### config.mk
export PLATFORM = sky130hd
export DESIGN_NAME = seller_coin_feeder
export DESIGN_NICKNAME = d
export VERILOG_FILES = /design/src/rtl/seller_pkg.sv /design/src/rtl/seller_feeder_timer.sv /design/src/rtl/seller_coin_feeder.sv
export SDC_FILE = /design/constraint.sdc
export NUM_CORES = 1
export LEC_CHECK = 0
export ABC_AREA = 1
export CAP_MARGIN = 0
export CORE_ASPECT_RATIO = 0.6
export CORE_UTILIZATION = 45
export CTS_CLUSTER_SIZE = 28
export DETAILED_ROUTE_END_ITERATION = 8
export GPL_TIMING_DRIVEN = 0
export MAX_ROUTING_LAYER = met4
export PLACE_DENSITY = 0.78
export SLEW_MARGIN = 20
export SYNTH_ARGS = -nofsm -noshare
export SYNTH_HDL_FRONTEND = slang
export SYNTH_HIERARCHICAL = 1
export SYNTH_SLANG_ARGS = --single-unit
### constraint.sdc
create_clock -name clk -period 6.9 [get_ports clk]
set_input_delay 0.69 -clock clk [delete_from_list [all_inputs] [get_ports clk]]
set_output_delay 0.69 -clock clk [all_outputs]
set_load 0.02 [all_outputs]
### src/rtl/seller_pkg.sv
// Shared constants and helpers for the seller vending FSM and its coin feeder.
// Prices and paid amounts are in units of 0.5 yuan.
package seller_pkg;

  localparam int unsigned PRICE_A  = 32'd3;
  localparam int unsigned PRICE_B  = 32'd5;
  localparam int unsigned PAID_MAX = 32'd6;

  localparam logic [1:0] MODE_GREEDY = 2'd0;
  localparam logic [1:0] MODE_HALF   = 2'd1;
  localparam logic [1:0] MODE_OVER   = 2'd2;

  typedef logic [2:0] feeder_state_t;
  localparam feeder_state_t ST_IDLE = 3'd0;
  localparam feeder_state_t ST_COIN = 3'd1;
  localparam feeder_state_t ST_GAP  = 3'd2;
  localparam feeder_state_t ST_WAIT = 3'd3;
  localparam feeder_state_t ST_DONE = 3'd4;

  function automatic int unsigned drink_target(input logic drink, input logic [1:0] mode);
    int unsigned price;
    price = drink ? PRICE_B : PRICE_A;
    return (mode == MODE_OVER) ? price + 32'd1 : price;
  endfunction

  function automatic int unsigned paid_sat(input int unsigned paid, input int unsigned add);
    int unsigned sum;
    sum = paid + add;
    return (sum > PAID_MAX) ? PAID_MAX : sum;
  endfunction

endpackage

### src/rtl/seller_feeder_timer.sv
// Loadable down-counter shared by the coin-gap and vend-timeout phases.
// Load has priority over decrement; the count holds at zero.
module seller_feeder_timer #(
  parameter int W = 4
) (
  input  logic         clk,
  input  logic         rst,
  input  logic         load_i,
  input  logic [W-1:0] load_val_i,
  input  logic         dec_i,
  output logic         zero_o
);

  logic [W-1:0] count_q;
  logic [W-1:0] count_d;

  // next count: load, decrement or hold
  always_comb begin
    count_d = count_q;
    if (load_i) begin
      count_d = load_val_i;
    end else if (dec_i && (count_q != {W{1'b0}})) begin
      count_d = count_q - {{(W-1){1'b0}}, 1'b1};
    end else begin
      count_d = count_q;
    end
  end

  // count register
  always_ff @(posedge clk or posedge rst) begin
    if (rst) begin
      count_q <= {W{1'b0}};
    end else begin
      count_q <= count_d;
    end
  end

  assign zero_o = (count_q == {W{1'b0}});

endmodule

### src/rtl/seller_coin_feeder.sv
// Customer-side coin feeder: pays for one drink with paced d1/d2 pulses, then
// checks the seller's vend and change response.
module seller_coin_feeder
  import seller_pkg::*;
#(
  parameter int GAP     = 1,
  parameter int TIMEOUT = 4,
  parameter int CNT_W   = 4
) (
  input  logic             clk,
  input  logic             rst,
  input  logic             start,
  input  logic             drink,
  input  logic [1:0]       mode,
  output logic             d1,
  output logic             d2,
  output logic             sel,
  input  logic             out1,
  input  logic             out2,
  input  logic             out3,
  output logic             busy,
  output logic             done,
  output logic             vend_ok,
  output logic             err,
  output logic [CNT_W-1:0] paid
);

  // Timer reload values: a phase of N cycles loads N-1 and ends on the zero flag.
  localparam logic [CNT_W-1:0] GAP_LD = CNT_W'((GAP > 0) ? GAP - 1 : 0);
  localparam logic [CNT_W-1:0] TO_LD  = CNT_W'((TIMEOUT > 0) ? TIMEOUT - 1 : 0);

  feeder_state_t    state_q, state_d;
  logic             d1_q, d1_d, d2_q, d2_d, sel_q, sel_d;
  logic             busy_q, busy_d, done_q, done_d;
  logic             vend_ok_q, vend_ok_d, err_q, err_d;
  logic [CNT_W-1:0] paid_q, paid_d, target_q, target_d;
  logic             drink_q, drink_d, half_q, half_d, over_q, over_d;

  logic [CNT_W-1:0] base_paid_s, base_target_s, tmr_val_s;
  logic             base_half_s, two_s, issue_s;
  logic             tmr_load_s, tmr_dec_s, tmr_zero_s;
  logic             vend_seen_s, vend_good_s;

  seller_feeder_timer #(.W(CNT_W)) u_timer (
    .clk        (clk),
    .rst        (rst),
    .load_i     (tmr_load_s),
    .load_val_i (tmr_val_s),
    .dec_i      (tmr_dec_s),
    .zero_o     (tmr_zero_s)
  );

  // coin choice: the first coin is chosen from the live inputs, later ones from latched state
  always_comb begin
    if (state_q == ST_IDLE) begin
      base_paid_s   = {CNT_W{1'b0}};
      base_target_s = CNT_W'(drink_target(drink, mode));
      base_half_s   = (mode == MODE_HALF);
    end else begin
      base_paid_s   = paid_q;
      base_target_s = target_q;
      base_half_s   = half_q;
    end
    two_s       = !base_half_s && ((base_target_s - base_paid_s) >= CNT_W'(2));
    vend_seen_s = out1 | out2;
    vend_good_s = (drink_q ? (out2 & ~out1) : (out1 & ~out2)) && (out3 == over_q);
  end

  // transaction FSM and registered output next-state
  always_comb begin
    state_d    = state_q;
    sel_d      = sel_q;
    busy_d     = busy_q;
    done_d     = 1'b0;
    vend_ok_d  = 1'b0;
    err_d      = 1'b0;
    paid_d     = paid_q;
    target_d   = target_q;
    drink_d    = drink_q;
    half_d     = half_q;
    over_d     = over_q;
    issue_s    = 1'b0;
    tmr_load_s = 1'b0;
    tmr_val_s  = {CNT_W{1'b0}};
    tmr_dec_s  = 1'b0;
    case (state_q)
      ST_IDLE: begin
        if (start) begin
          drink_d  = drink;
          half_d   = (mode == MODE_HALF);
          over_d   = (mode == MODE_OVER);
          target_d = base_target_s;
          sel_d    = drink;
          busy_d   = 1'b1;
          issue_s  = 1'b1;
          state_d  = ST_COIN;
        end else begin
          sel_d = 1'b0;
        end
      end
      ST_COIN: begin
        if (vend_seen_s) begin
          state_d = ST_DONE;
          busy_d  = 1'b0;
          done_d  = 1'b1;
          err_d   = 1'b1;
        end else if (paid_q >= target_q) begin
          state_d    = ST_WAIT;
          tmr_load_s = 1'b1;
          tmr_val_s  = TO_LD;
        end else if (GAP == 0) begin
          issue_s = 1'b1;
        end else begin
          state_d    = ST_GAP;
          tmr_load_s = 1'b1;
          tmr_val_s  = GAP_LD;
        end
      end
      ST_GAP: begin
        if (vend_seen_s) begin
          state_d = ST_DONE;
          busy_d  = 1'b0;
          done_d  = 1'b1;
          err_d   = 1'b1;
        end else if (tmr_zero_s) begin
          issue_s = 1'b1;
          state_d = ST_COIN;
        end else begin
          tmr_dec_s = 1'b1;
        end
      end
      ST_WAIT: begin
        if (vend_seen_s) begin
          state_d   = ST_DONE;
          busy_d    = 1'b0;
          done_d    = 1'b1;
          vend_ok_d = vend_good_s;
          err_d     = !vend_good_s;
        end else if (tmr_zero_s) begin
          state_d = ST_DONE;
          busy_d  = 1'b0;
          done_d  = 1'b1;
          err_d   = 1'b1;
        end else begin
          tmr_dec_s = 1'b1;
        end
      end
      ST_DONE: begin
        state_d = ST_IDLE;
        sel_d   = 1'b0;
      end
      default: begin
        state_d = ST_IDLE;
        busy_d  = 1'b0;
        sel_d   = 1'b0;
      end
    endcase
    if (issue_s) begin
      d2_d   = two_s;
      d1_d   = !two_s;
      paid_d = CNT_W'(paid_sat(32'(base_paid_s), two_s ? 32'd2 : 32'd1));
    end else begin
      d2_d = 1'b0;
      d1_d = 1'b0;
    end
  end

  // state and output registers
  always_ff @(posedge clk or posedge rst) begin
    if (rst) begin
      state_q   <= ST_IDLE;
      d1_q      <= 1'b0;
      d2_q      <= 1'b0;
      sel_q     <= 1'b0;
      busy_q    <= 1'b0;
      done_q    <= 1'b0;
      vend_ok_q <= 1'b0;
      err_q     <= 1'b0;
      paid_q    <= {CNT_W{1'b0}};
      target_q  <= {CNT_W{1'b0}};
      drink_q   <= 1'b0;
      half_q    <= 1'b0;
      over_q    <= 1'b0;
    end else begin
      state_q   <= state_d;
      d1_q      <= d1_d;
      d2_q      <= d2_d;
      sel_q     <= sel_d;
      busy_q    <= busy_d;
      done_q    <= done_d;
      vend_ok_q <= vend_ok_d;
      err_q     <= err_d;
      paid_q    <= paid_d;
      target_q  <= target_d;
      drink_q   <= drink_d;
      half_q    <= half_d;
      over_q    <= over_d;
    end
  end

  assign d1      = d1_q;
  assign d2      = d2_q;
  assign sel     = sel_q;
  assign busy    = busy_q;
  assign done    = done_q;
  assign vend_ok = vend_ok_q;
  assign err     = err_q;
  assign paid    = paid_q;

endmodule
==> metrics.txt <==
remaining antenna violation count after routing=0; upper clock frequency limit=273 MHz; H-tree depth=1; CTS root buffer=clkbuf_8; maximum clock insertion buffer count=2; critical path type=input port to flip-flop; CTS tree=yes; DR WL/cell=11.3 um; initial antenna violation count=0; total track usage=19.5%; DRT iter0 DRCs=120; site row count=16; CORE AREA=3400 um^2; Final nets=272; io pins=20; Post-route DRC=0; Hold Buf Count CTS=0; peak supply drop=232 uV; Slew Limit Fails=0; final hold violations=0; area occupied by multi-input gates=865 um^2; post-synth top area cell=dfrtp_1; final setup fails=0; Setup Fix Bufs, Post-CTS=0; skew final=0.00295 ns; Num Clock Sinks=25; main area contributors after synthesis=dfrtp_1, nand2_1, inv_1, ha_1, nand3_1; maximum number of pins on one net before global-route repair=22; final WL=3330 um; DPL Wire Length=2690 um; period utilization=53.1%; Clock Pin Slew Worst Setup and Hold Paths=0.09 ns; worst relative slew slack=44.2%; # fillers=311; synthesized netlist cell count=226; max cap viols=0; dpl cell area=1920 um^2; RSZ-0062 raised after global routing=no; hold depth=2; Max Fanout on Critical Path=4; Leak=0.00105 uW; grt ovf=0; Slew @ Worst Pin=0.836 ns; WP data arrival=3.83 ns; synthesis-to-finish area growth=17.6%; outcome=completed; HP Class=flip-flop to flip-flop; Syn Area/Cell=7.41 um^2; setup TNS=0 ns; first-pass GRT wire length=5660 um; synth warn=6; PwrDens=453 nW/um^2; WP data required=7.07 ns; register area=626 um^2; top-area cell type share of the netlist area=37.4%; Die Y-Extent=49.2 um; final critical-path required period=3.66 ns; Synth Register Bits=25; vias in the first global route=1270; Hold WS=0.499 ns; GPL Wtd Cong=0.864; overall power=892 uW; Die X=80.7 um; Initial Util=49.2%; Ant. Diodes=0; worst skew pair latency=0.27 ns; Worst R2R Path Depth=20; CTS Buf Count=3; 1st-pass router iterations=4; post-synth cell types=29; crit path launch type=input port; via count=1424; Post-Layout Inst Area=1970 um^2; full die area=3980 um^2; Via density=4.83; nature of the critical path endpoint=flip-flop; PostCTS Resize Cnt=0; share of cells above drive strength 1=8.80%; synthesized area=1670 um^2; register area share after synthesis=37.4%; IO Port Bufs=19
[flip-flops by register name, summed over array words and instances (netlist names), 3 cells and up]
signal and cells:
paid 4, state_q 3, target_q 4, u_timer/count_q 4
[logic make-up after synthesis]
| logic type | after synthesis | synth area share, % |
|---|---|---|
| AO/OA/AOI/OAI | 24 | 7.92 |
| XOR/XNOR | 2 | 1.50 |
| adder cells (fa/ha/maj) | 12 | 9.87 |
| buffers and inverters | 48 | 11.2 |
| flip-flops | 25 | 37.4 |
| other | 1 | 0.224 |
| AND/OR/NAND/NOR | 114 | 31.9 |
[synthesized netlist by cell type (all sizes together)]
master / number
nor2: 19
conb: 1
o22ai: 1
fa: 2
o21bai: 2
nand2: 67
a21oi: 7
xor2: 2
nor3: 2
o211ai: 1
nor4: 1
dfrtp: 25
nand4: 4
nand3b: 3
nand3: 18
buf: 1
o21ai: 13
clkinv: 1
inv: 46
ha: 10
[cell usage in the layout (no fill, tap or decap), types with 2 or more instances in the layout]
cell type | synthesis | layout
nand2_1 | 59 | 59
inv_1 | 44 | 44
dfrtp_1 | 25 | 25
clkdlybuf4s50_1 | 0 | 19
nand3_1 | 17 | 17
nor2_1 | 14 | 14
o21ai_0 | 12 | 12
ha_1 | 10 | 10
a21oi_1 | 6 | 6
nand2_2 | 5 | 5
nand4_1 | 4 | 4
nor2_2 | 4 | 4
nand2_4 | 3 | 3
nand3b_1 | 3 | 3
clkbuf_8 | 0 | 3
o21bai_1 | 2 | 2
nor3_1 | 2 | 2
inv_2 | 2 | 2
fa_1 | 2 | 2
conb_1 | 1 | 2
[stage by stage]
step           std cells  util (%)  setup slack [ns]
3_3_place_gp         291      56.5              3.00
2_1_floorplan        227         -              3.70
4_1_cts              295      57.9              3.27
3_5_place_dp         291      56.5              2.98
5_1_grt              295      57.9              2.91
6_report             295      57.9              3.24
[worst max-delay path, stage by stage]
cell	delay [ns]
clkdlybuf4s50_1	0.53
nand2_1	0.08
ha_1	0.27
nor2_1	0.05
a21oi_1	0.22
inv_1	0.07
ha_1	0.27
inv_1	0.03
o21bai_1	0.12
nand2_1	0.09
nand3b_1	0.08
nand2_1	0.05
nand2_1	0.09
nand2_2	0.08
ha_1	0.22
fa_1	0.44
xor2_1	0.23
nand3_1	0.10
nand2_1	0.07
nand2_1	0.05
[area by class of cell]
cell class,instances,share of cell area [%]
Sequential cell,25,31.8
Timing Repair Buffer,19,9.66
Clock buffer,4,2.29
Tap cell,45,2.86
Multi-Input combinational cell,154,43.9
Buffer,1,0.572
Inverter,47,8.96
[per-layer routing]
| layer | up-vias | share of wire, % | GRT usage, % |
|---|---|---|---|
| li1 | 747 | - | - |
| met1 | 645 | 55 | 29.6 |
| met2 | 30 | 40 | 26.3 |
| met3 | 2 | 5.0 | 5.05 |
| met4 | 0 | 0.12 | 2.38 |
| met5 | - | 0 | - |
[where the power goes]
group	internal (uW)	switching [uW]	total, uW
logic	214	341	555
registers	203	44.9	247
clock network	41.4	47.5	88.9
total	458	434	892
[path summary, 6_finish.rpt]
kind                                         from                             end  slack (ns)
setup / recovery                          mode[1]             paid[2]$_DFFE_PP0P_        3.24
hold / removal                drink_q$_DFFE_PP0P_             drink_q$_DFFE_PP0P_        0.50
setup reg to reg           state_q[2]$_DFFE_PP0P_             paid[2]$_DFFE_PP0P_        3.59
hold reg to reg               drink_q$_DFFE_PP0P_             drink_q$_DFFE_PP0P_        0.50
max in group asynchronous                     rst          state_q[0]$_DFFE_PP0P_        5.48
min in group asynchronous                     rst  u_timer/count_q[1]$_DFFE_PP0P_        0.61
Power figures use the tool's default switching activity.
